[config.mk]
export PLATFORM = sky130hd
export DESIGN_NAME = axi_burst_writer
export DESIGN_NICKNAME = d
export VERILOG_FILES = /design/src/rtl/axi_burst_writer.sv
export SDC_FILE = /design/constraint.sdc
export NUM_CORES = 1
export LEC_CHECK = 0
export CAP_MARGIN = 20
export CORE_ASPECT_RATIO = 0.75
export CORE_MARGIN = 3
export CORE_UTILIZATION = 46
export DETAILED_ROUTE_END_ITERATION = 8
export PLACE_DENSITY_LB_ADDON = 0.12
export SYNTH_ARGS = -nofsm -noshare
export SYNTH_HDL_FRONTEND = slang
export SYNTH_SLANG_ARGS = --single-unit
[constraint.sdc]
create_clock -name axi_aclk -period 3.25 [get_ports axi_aclk]
set_input_delay 0.4875 -clock axi_aclk [delete_from_list [all_inputs] [get_ports axi_aclk]]
set_output_delay 0.4875 -clock axi_aclk [all_outputs]
set_load 0.05 [all_outputs]
[src/rtl/axi_burst_writer.sv]
`default_nettype none
// ============================================================================
// Module   : axi_burst_writer
// Purpose  : Issues one AXI4 write burst per accepted command. The address
//            phase is followed by cmd_len+1 data beats whose payload counts
//            up from cmd_seed. The write response then closes the burst
//            with a one-cycle done pulse.
// Revision : 1.0 - initial release
// ----------------------------------------------------------------------------
// Parameters:
//   ASIZE  address width             DSIZE  data width
//   LSIZE  burst length field width  ID     constant value on axi_awid
// Ports:
//   axi_aclk, axi_aresetn        clock, synchronous active-low reset
//   cmd_valid/cmd_ready          command handshake (ready only while idle)
//   cmd_addr/cmd_len/cmd_seed    start address, beats-1, first data word
//   axi_aw*                      AXI write address channel
//   axi_w*                       AXI write data channel
//   axi_b*                       AXI write response channel
//   done, err                    end-of-burst pulse; err flags a non-OKAY
//                                response or a watchdog abort
// Build option:
//   AXI_WRITER_TIMEOUT_EN        adds a 10-bit no-progress watchdog. After
//                                1024 stalled cycles it aborts the burst
//                                with done=1 and err=1.
// ============================================================================
module axi_burst_writer #(
  parameter int ASIZE = 32,
  parameter int DSIZE = 64,
  parameter int LSIZE = 8,
  parameter int ID    = 0
) (
  input  logic             axi_aclk,
  input  logic             axi_aresetn,
  input  logic             cmd_valid,
  output logic             cmd_ready,
  input  logic [ASIZE-1:0] cmd_addr,
  input  logic [LSIZE-1:0] cmd_len,
  input  logic [DSIZE-1:0] cmd_seed,
  output logic [3:0]       axi_awid,
  output logic [ASIZE-1:0] axi_awaddr,
  output logic [LSIZE-1:0] axi_awlen,
  output logic             axi_awvalid,
  input  logic             axi_awready,
  output logic [DSIZE-1:0] axi_wdata,
  output logic             axi_wvalid,
  input  logic             axi_wready,
  output logic             axi_wlast,
  input  logic [1:0]       axi_bresp,
  input  logic             axi_bvalid,
  output logic             axi_bready,
  output logic             done,
  output logic             err
);

  typedef enum logic [1:0] {
    S_IDLE = 2'd0,
    S_AW   = 2'd1,
    S_W    = 2'd2,
    S_B    = 2'd3
  } state_t;

  state_t           state_q, state_d;
  logic [ASIZE-1:0] addr_q, addr_d;
  logic [LSIZE-1:0] len_q, len_d;
  logic [DSIZE-1:0] data_q, data_d;   // payload of the beat currently offered
  logic [LSIZE-1:0] beat_q, beat_d;   // index of the beat currently offered

  logic aw_hs;
  logic w_hs;
  logic b_hs;
  logic last_beat;
  logic timeout;

  assign aw_hs     = (state_q == S_AW) && axi_awready;
  assign w_hs      = (state_q == S_W)  && axi_wready;
  assign b_hs      = (state_q == S_B)  && axi_bvalid;
  assign last_beat = (beat_q == len_q);

`ifdef AXI_WRITER_TIMEOUT_EN
  logic [9:0] wdog_q, wdog_d;

  // The counter holds the number of consecutive stalled cycles spent in the
  // current channel. The abort fires on the 1024th such cycle.
  always_comb begin
    wdog_d = wdog_q;
    if ((state_q == S_IDLE) || aw_hs || w_hs || b_hs) begin
      wdog_d = '0;
    end else begin
      wdog_d = wdog_q + 10'd1;
    end
  end

  assign timeout = (state_q != S_IDLE) && !(aw_hs || w_hs || b_hs) &&
                   (wdog_q == 10'h3FF);

  always_ff @(posedge axi_aclk) begin
    if (!axi_aresetn) begin
      wdog_q <= '0;
    end else begin
      wdog_q <= wdog_d;
    end
  end
`else
  assign timeout = 1'b0;
`endif

  // Next-state, datapath and the done/err pulse
  always_comb begin
    state_d = state_q;
    addr_d  = addr_q;
    len_d   = len_q;
    data_d  = data_q;
    beat_d  = beat_q;
    done    = 1'b0;
    err     = 1'b0;

    case (state_q)
      S_IDLE: begin
        if (cmd_valid && cmd_ready) begin
          addr_d  = cmd_addr;
          len_d   = cmd_len;
          data_d  = cmd_seed;
          beat_d  = '0;
          state_d = S_AW;
        end
      end
      S_AW: begin
        if (aw_hs) begin
          state_d = S_W;
        end
      end
      S_W: begin
        if (w_hs) begin
          if (last_beat) begin
            state_d = S_B;
          end else begin
            beat_d = beat_q + 1'b1;
            data_d = data_q + 1'b1;   // wraps modulo 2^DSIZE
          end
        end
      end
      S_B: begin
        if (b_hs) begin
          done    = 1'b1;
          err     = (axi_bresp != 2'b00);
          state_d = S_IDLE;
        end
      end
      default: state_d = S_IDLE;
    endcase

    if (timeout) begin
      state_d = S_IDLE;
      done    = 1'b1;
      err     = 1'b1;
    end

    // A burst interrupted by reset is discarded silently
    if (!axi_aresetn) begin
      done = 1'b0;
      err  = 1'b0;
    end
  end

  always_ff @(posedge axi_aclk) begin
    if (!axi_aresetn) begin
      state_q <= S_IDLE;
      addr_q  <= '0;
      len_q   <= '0;
      data_q  <= '0;
      beat_q  <= '0;
    end else begin
      state_q <= state_d;
      addr_q  <= addr_d;
      len_q   <= len_d;
      data_q  <= data_d;
      beat_q  <= beat_d;
    end
  end

  assign cmd_ready   = axi_aresetn && (state_q == S_IDLE);
  assign axi_awid    = 4'(ID);
  assign axi_awaddr  = addr_q;
  assign axi_awlen   = len_q;
  assign axi_awvalid = (state_q == S_AW);
  assign axi_wdata   = data_q;
  assign axi_wvalid  = (state_q == S_W);
  assign axi_wlast   = (state_q == S_W) && last_beat;
  assign axi_bready  = (state_q == S_B);

endmodule
`default_nettype wire

==> results.cfg, run 1 <==
[timing]
rsz0062_at_grt = false
hold_viol = 0
fmax_ghz = 0.3686
worst_slew_pin_slew_ns = 0.8292
post-route-min-period_ns = 2.713
slew_viol_final = 0
setup_tns_ns = 0
fin_crit_sh_pct = 83.48
setup_ws_ns = 0.5370
skew_ns = 0.01338
setup_viol = 0
max_slew_margin_pct = 44.46

[floorplan]
top_level_ports = 227
core_area_um2 = 14640
fp.dieH_um = 112.6
fp.dieW_um = 148.1
fp-row-count = 38
initial_core_util_pct = 47.55
die_area_um2 = 16660

[clock_network]
cts_buffers = 17
insertion_delay_ns = 0.42
clockRootBuffer = clkbuf_16
h-tree-depth = 4
cts_num_sinks = 114
clkTransAtPathRegs_ns = 0.06
post_cts_resized = 0
cts_setup_buffers = 0
cts_buffer_depth = 2
postCtsHoldBufs = 0
cts_tree = done

[place]
port_buffers = 222
hpwlAfterDp_mm = 18.61
gp_congestion = 0.9894
dp_worst_setup_slack_ns = 0.6303

[detailed_routing]
wirelength_mm = 26.31
drt_iter0_drc = 1166
avgViaCountPerCell = 6.246
drt.antenna.violating_nets = 0
drc = 0
wl_per_cell_um = 19.58
first_pass_iters = 6
vias = 8395

[global_routing]
use_met3_pct = 9.040
gr-usage-met1_pct = 43.78
grtUsageTotal_pct = 30.67
grt_pass1_wl_mm = 41.61
busiest_layer = met2
use_met2_pct = 44.03
antenna_found_initial = 0
grt_max_degree = 57
first_global_vias = 7742
overflow = 0

[synth]
synthTopCellsByCount = nand2_1, dfxtp_1, nand3_1
synthArstFlopShare_pct = 0
yosysSeqAreaShare_pct = 32.78
synth-main-ff-cell = dfxtp_1
avgSynthCellArea_um2 = 7.527
yosysMostFrequentCell = nand2_1
synth-seq-cells = 114
yosys_warnings = 0
synth_area_leader_cell = dfxtp_1
synth_edf_count = 0
synth_cell_types = 80
synth_area_um2 = 6963
synth_top_area_share_pct = 32.78
syn_inst = 925
ys_top_cells_by_area = dfxtp_1, nand2_1, nand3_1

[worst_setup_path]
required_ns = 3.59
cp-startpoint = axi_wdata[0]
path_max_fanout = 10
endpoint_kind = flip-flop
cp.arrival_ns = 3.05
reg2reg_depth = 6
reg2reg_slack_ns = 0.54
start_kind = flip-flop
endpoint = axi_wdata[62]
r2r-end = axi_wdata[62]
r2r-start = axi_wdata[0]
path_class = flip-flop to flip-flop

[layout]
seqCellArea_um2 = 2282
drive_gt1_share_pct = 8.479
multi_input_area_um2 = 4380
area_growth_pct = 44.76
diodes = 0
final.fill_count = 1272
fin_nets = 1250

[hold_path]
hp-class = flip-flop to flip-flop
hp-start = axi_awaddr[7]

[power]
p_leak_nw = 3.642
vdd_ir_drop_max_v = 0.0007365
power.density_nw_per_um2 = 925.3

[run]
maxCapViolCount = 0

[outcome]
status = finished, final reports clean
-- sequential cells by signal (all words and copies together), names as in the netlist --
| name | count |
|---|---|
| axi_wdata | 64 |
| axi_awaddr | 32 |
| axi_awlen | 8 |
| beat_q | 8 |
| state_q | 2 |
-- cells by family after synthesis --
logic type | after synthesis | share of synthesized area (%)
compound gates | 219 | 21.96
xor+xnor | 10 | 1.258
fa+ha+maj | 7 | 1.258
buf+inv | 80 | 4.816
flops | 114 | 32.78
mux | 5 | 0.7727
other cells | 1 | 0.05386
simple gates | 489 | 37.11
-- per-layer routing --
layer	up-vias	share of wire (%)	wire length (um)
met5	-	0	0
met4	0	2.5	667
met3	71	12	3261
met2	549	43	11210
met1	3863	42	11170
li1	3912	-	-
-- worst max-delay path, stage by stage (launching register included) --
cell      delay, ns
dfxtp_1        0.44
ha_1           0.26
nand4_1        0.31
nor4_4         0.64
nand4_1        0.36
o41a_1         0.46
o211ai_1       0.15
-- layout by cell type (no fill, tap or decap), types with 5 or more instances in the layout --
cell type and count:
o21a_1 5, inv_1 12, nor3_1 28, o211ai_1 14, nor2b_1 13, nand3_1 82
o32ai_1 6, a31oi_1 25, ha_1 6, o21ai_0 23, bufinv_16 5, xor2_1 8
nor4_2 7, a22oi_1 6, buf_4 26, o31ai_1 6, dfxtp_1 114, or4_1 10
a21oi_1 45, nand2b_1 6, o221a_2 6, nand2_1 174, a21o_1 8, o31a_1 7
or3_1 16, nor4_1 25, nor2_1 36, clkbuf_16 17, nand4_1 41, and2_1 6
clkdlybuf4s50_1 220, and4_1 7, o21ai_1 8, o22ai_1 10, and3_1 12, a211oi_1 6
-- where the power goes --
| part | total, mW | internal (mW) | leakage [nW] | switching (mW) |
|---|---|---|---|---|
| combinational | 4.75 | 1.59 | 2.40 | 3.16 |
| sequential | 2.49 | 1.81 | 0.935 | 0.671 |
| clock | 2.09 | 1.38 | 0.311 | 0.706 |
-- through the flow --
| stage | hold WS (ns) | power (mW) | std cells | util [%] | cell area [um2] |
|---|---|---|---|---|---|
| after global placement | 0.4405 | 7.128 | 1312 | 64.38 | 9428 |
| after global routing | 0.4702 | 9.733 | 1344 | 68.83 | 10080 |
| after detailed placement | 0.4442 | 7.169 | 1312 | 64.38 | 9428 |
| after CTS | 0.4537 | 9.270 | 1344 | 68.83 | 10080 |
| final | 0.4497 | 9.326 | 1344 | 68.83 | 10080 |
| after floorplan | 0.4577 | 5.412 | 928 | - | 6974 |
-- worst min-delay path by stage --
stage	to	slack [ns]	cells past startpoint
floorplan	beat_q[7]	0.46	2
global placement	axi_awaddr[22]	0.44	2
detailed placement	axi_awaddr[7]	0.44	2
CTS	axi_awaddr[7]	0.45	2
global route	axi_awaddr[11]	0.47	2
finish	axi_awaddr[7]	0.45	2
-- area by class of cell --
cell class / count / share of cell area (%)
Clock inverter: 12 / 2.036
Timing Repair Buffer: 250 / 24.43
Tap cell: 200 / 2.483
Clock buffer: 20 / 4.431
Multi-Input combinational cell: 734 / 43.46
Inverter: 14 / 0.5213
Sequential cell: 114 / 22.64
Power figures use the tool's default switching activity.
==> inputs of run 2 (changes only) <==
==> constraint.sdc (replaced) <==
create_clock -name axi_aclk -period 2.5 [get_ports axi_aclk]
set_input_delay 0.375 -clock axi_aclk [delete_from_list [all_inputs] [get_ports axi_aclk]]
set_output_delay 0.375 -clock axi_aclk [all_outputs]
set_load 0.05 [all_outputs]
==> results.cfg, run 2 (synthesis gave the netlist of run 1 again) <==
[outcome]
status = finished, final reports clean

[clock_network]
clkTransAtPathRegs_ns = 0.06
cts_tree = done
insertion_delay_ns = 0.42
cts_num_sinks = 114
cts_buffer_depth = 2
h-tree-depth = 4
postCtsHoldBufs = 0
cts_buffers = 17
clockRootBuffer = clkbuf_16

[timing]
setup_tns_ns = 0
fmax_ghz = 0.4237
setup_ws_ns = 0.1398
setup_viol = 0
fin_crit_sh_pct = 94.41
post-route-min-period_ns = 2.360
slew_viol_final = 0
worst_slew_pin_slew_ns = 0.7199
max_slew_margin_pct = 51.69
hold_viol = 0
skew_ns = 0.01543
rsz0062_at_grt = false

[layout]
final_common_cell = clkdlybuf4s50_1
fin_nets = 1300
largest_reg_flops = 64
drive_gt1_share_pct = 13.15
final_cell_mix = clkdlybuf4s50_1, nand2_1, dfxtp_1
area_growth_pct = 50.64
diodes = 0

[global_routing]
use_met2_pct = 46.97
busiest_layer = met2
use_met3_pct = 8.959
grtUsageTotal_pct = 32.22
grt_max_degree = 56
overflow = 0
gr-usage-met1_pct = 44.81
antenna_found_initial = 0
first_global_vias = 8199
grt_pass1_wl_mm = 43.71

[place]
port_buffers = 222
hpwlAfterDp_mm = 19.99
gp_congestion = 1.017
dp_worst_setup_slack_ns = 0.1498

[worst_setup_path]
required_ns = 2.80
critPathSlowestCell = or4_4
cp_top_family = simple AND/OR/NAND/NOR gates
start_kind = flip-flop
endpoint_kind = flip-flop
slowest_delay_ns = 0.61
reg2reg_depth = 5
path_buf_inv = 0
r2r-end = axi_wdata[54]
reg2reg_slack_ns = 0.14
path_cells = nand4_1, or4_4, a211oi_2, a41oi_1, o31a_1
path_max_fanout = 7
cp.arrival_ns = 2.66
path_class = flip-flop to flip-flop
r2r-start = axi_wdata[15]

[power]
p_clk_share_pct = 20.9
combPwrFrac_pct = 54.2
pwr-share-seq_pct = 24.9
p_sw_share_pct = 48.84
netSwitchingPower_mw = 6.062
internal_power_mw = 6.351
vdd_ir_drop_max_v = 0.0007930
power.density_nw_per_um2 = 1183
p_leak_nw = 3.906

[floorplan]
core_area_um2 = 14640
fp-row-count = 38
initial_core_util_pct = 47.55
top_level_ports = 227
die_area_um2 = 16660
fp.dieW_um = 148.1
fp.dieH_um = 112.6

[run]
maxCapViolCount = 0

[hold_path]
whs_path_depth = 2
hp-class = flip-flop to flip-flop
min_to = axi_awaddr[8]
hp-start = axi_awaddr[8]

[detailed_routing]
wirelength_mm = 27.48
first_pass_iters = 5
vias = 8756
avgViaCountPerCell = 6.281
drt.antenna.violating_nets = 0
drc = 0
wl_per_cell_um = 19.71
drt_iter0_drc = 996
-- run 2: final cells by class --
type,count,area (um2)
well taps,200,250.2
inverters,14,52.55
flip-flops and latches,114,2283
multi-input cells,734,4397
repair buffers,300,2878
clock inverters,13,175.2
fillers,1235,4155
clock buffers,19,452.9
-- run 2: stage by stage --
step	instance area (um2)	util, %	instances	hold slack, ns	power [mW]
final	10490	71.63	1394	0.4510	12.41
after global placement	9852	67.28	1362	0.4396	9.647
after CTS	10480	71.57	1394	0.4540	12.32
after floorplan	6985	-	928	0.4577	7.050
after global routing	10490	71.63	1394	0.4779	12.97
after detailed placement	9852	67.28	1362	0.4450	9.707
-- run 2: how the worst max path moves through the flow --
stage	startpoint	end	slack, ns	depth (start not counted)
final	axi_wdata[15]	axi_wdata[54]	0.14	5
after detailed placement	axi_wdata[0]	axi_wdata[54]	0.15	6
after CTS	axi_wdata[0]	axi_wdata[54]	0.13	6
after global routing	state_q[0]	axi_wdata[50]	0.05	7
after floorplan	axi_wdata[1]	axi_wdata[54]	0.002	7
after global placement	axi_wdata[0]	axi_wdata[54]	0.17	6
-- run 2: layer usage --
| layer | wire (um) | part of all wire [%] |
|---|---|---|
| met1 | 11220 | 41 |
| met2 | 11710 | 43 |
| met3 | 3559 | 13 |
| met4 | 992 | 3.6 |
| met5 | 0 | 0 |
-- run 2: worst reg2reg max path, stage by stage (launching register included) --
cell and delay [ns]:
dfxtp_1 0.49, nand4_1 0.28, or4_4 0.61, a211oi_2 0.36
a41oi_1 0.20, o31a_1 0.30
-- run 2: power by group through the flow --
| stage | logic [mW] | clock network [mW] | registers, mW |
|---|---|---|---|
| after detailed placement | 6.62 | 0 | 3.09 |
| final | 6.73 | 2.60 | 3.09 |
| after floorplan | 2.29 | 0 | 4.76 |
| after CTS | 6.66 | 2.60 | 3.06 |
| after global routing | 7.11 | 2.68 | 3.18 |
| after global placement | 6.57 | 0 | 3.08 |
-- run 2: repair_timing --
action / in CTS / in global routing
buffers inserted: 0 / 0
setup endpoints to repair: 0 / 2
gates resized for setup: 0 / 2
==> inputs of run 3 (changes only) <==
==> constraint.sdc (replaced) <==
create_clock -name axi_aclk -period 3.05 [get_ports axi_aclk]
set_input_delay 0.4575 -clock axi_aclk [delete_from_list [all_inputs] [get_ports axi_aclk]]
set_output_delay 0.4575 -clock axi_aclk [all_outputs]
set_load 0.05 [all_outputs]
==> results.cfg, run 3 (synthesis gave the netlist of run 1 again) <==
[layout]
drive_gt1_share_pct = 9.689
fin_nets = 1262
largest_reg_flops = 64
diodes = 0
final_cell_mix = clkdlybuf4s50_1, nand2_1, dfxtp_1
postLayoutCellArea_um2 = 10070
final.fill_count = 1307
area_growth_pct = 44.69
final_common_cell = clkdlybuf4s50_1

[detailed_routing]
wirelength_mm = 26.16
avgViaCountPerCell = 6.195
first_pass_iters = 7
drt.antenna.violating_nets = 0
drc = 0
vias = 8401
drt_iter0_drc = 795
wl_per_cell_um = 19.29

[power]
p_leak_nw = 3.652
power.density_nw_per_um2 = 965.2
vdd_ir_drop_max_v = 0.0005908

[place]
dp_worst_setup_slack_ns = 0.5115
gp_congestion = 0.9385
hpwlAfterDp_mm = 18.87
dpl-instance-area_um2 = 9505
port_buffers = 222

[floorplan]
core_area_um2 = 14640
fp.dieW_um = 148.1
fp.dieH_um = 112.6
die_area_um2 = 16660
initial_core_util_pct = 47.55
top_level_ports = 227
fp-row-count = 38

[timing]
post-route-min-period_ns = 2.854
rsz0062_at_grt = false
fin_crit_sh_pct = 93.56
slew_viol_final = 0
fmax_ghz = 0.3504
worst_slew_pin_slew_ns = 0.6866
hold_viol = 0
setup_ws_ns = 0.1963
max_slew_margin_pct = 53.80
setup_tns_ns = 0
skew_ns = 0.01435
setup_viol = 0

[clock_network]
cts_num_sinks = 114
post_cts_resized = 0
cts_tree = done
insertion_delay_ns = 0.42
cts_setup_buffers = 0
cts_buffer_depth = 2
cts_buffers = 17
postCtsHoldBufs = 0
clkTransAtPathRegs_ns = 0.06
h-tree-depth = 4
clockRootBuffer = clkbuf_16

[worst_setup_path]
reg2reg_slack_ns = 0.42
start_kind = flip-flop
required_ns = 2.59
endpoint_kind = output pin
r2r-start = axi_wdata[0]
r2r-end = axi_wdata[54]
cp-startpoint = axi_awlen[2]
reg2reg_depth = 6
cp.arrival_ns = 2.40
path_class = flip-flop to output pin
path_max_fanout = 4
endpoint = axi_wlast

[hold_path]
hp-start = axi_awaddr[19]
hp-class = flip-flop to flip-flop

[global_routing]
grtUsageTotal_pct = 30.47
first_global_vias = 7728
antenna_found_initial = 0
overflow = 0
grt_pass1_wl_mm = 41.43
grt_max_degree = 52

[run]
maxCapViolCount = 0

[outcome]
status = finished, final reports clean
==> run 3: cell types whose count changed in the layout (fill, tap and decap cells not counted), moves of 2 or more <==
cell	change
clkdlybuf4s50_1	+3
clkbuf_8	-2
clkinvlp_4	+3
clkinv_2	+5
clkinv_4	-4
buf_4	-36
inv_6	-2
buf_12	-5
==> run 3: routing by layer <==
layer / GRT usage [%] / vias up / wire [um]
met4: 9.723 / 0 / 594
met3: 8.434 / 62 / 3146
met1: 43.40 / 3866 / 11270
met2: 44.69 / 546 / 11150
li1: - / 3927 / -
met5: 0 / - / 0
==> run 3: through the flow <==
| step | cells | util, % | hold WS, ns | power (mW) |
|---|---|---|---|---|
| floorplan | 928 | - | 0.4577 | 5.769 |
| global placement | 1324 | 64.91 | 0.4398 | 7.644 |
| detailed placement | 1324 | 64.91 | 0.4440 | 7.687 |
| CTS | 1356 | 68.80 | 0.4533 | 9.655 |
| global route | 1356 | 68.80 | 0.4775 | 10.14 |
| finish | 1356 | 68.80 | 0.4500 | 9.724 |
==> run 3: report_power, final <==
part | switching (mW) | internal, mW | total, mW
logic | 3.41 | 1.74 | 5.15
registers | 0.691 | 1.93 | 2.62
clock network | 0.757 | 1.19 | 1.95
total | 4.86 | 4.86 | 9.72
==> run 3: worst min path at each step <==
| stage | endpoint | slack [ns] | depth (start not counted) |
|---|---|---|---|
| finish | axi_awaddr[19] | 0.45 | 2 |
| global route | axi_awaddr[23] | 0.48 | 2 |
| CTS | axi_awaddr[10] | 0.45 | 2 |
| detailed placement | axi_awaddr[10] | 0.44 | 2 |
| global placement | axi_awaddr[23] | 0.44 | 2 |
| floorplan | beat_q[7] | 0.46 | 2 |
==> run 3: worst max-delay path, stage by stage (launching register included) <==
cell and delay, ns:
dfxtp_1 0.33, xor2_1 0.19, nor4_1 0.64, nand2_1 0.39
nor2_2 0.26, buf_12 0.16
==> run 3: layout make-up <==
| cell class | count | area (um2) | area share [%] |
|---|---|---|---|
| Clock inverter | 14 | 140.1 | 1.391 |
| Sequential cell | 114 | 2282 | 22.65 |
| Clock buffer | 18 | 429.2 | 4.260 |
| Tap cell | 200 | 250.2 | 2.484 |
| Inverter | 14 | 52.55 | 0.5216 |
| Timing Repair Buffer | 262 | 2537 | 25.19 |
| Multi-Input combinational cell | 734 | 4383 | 43.50 |
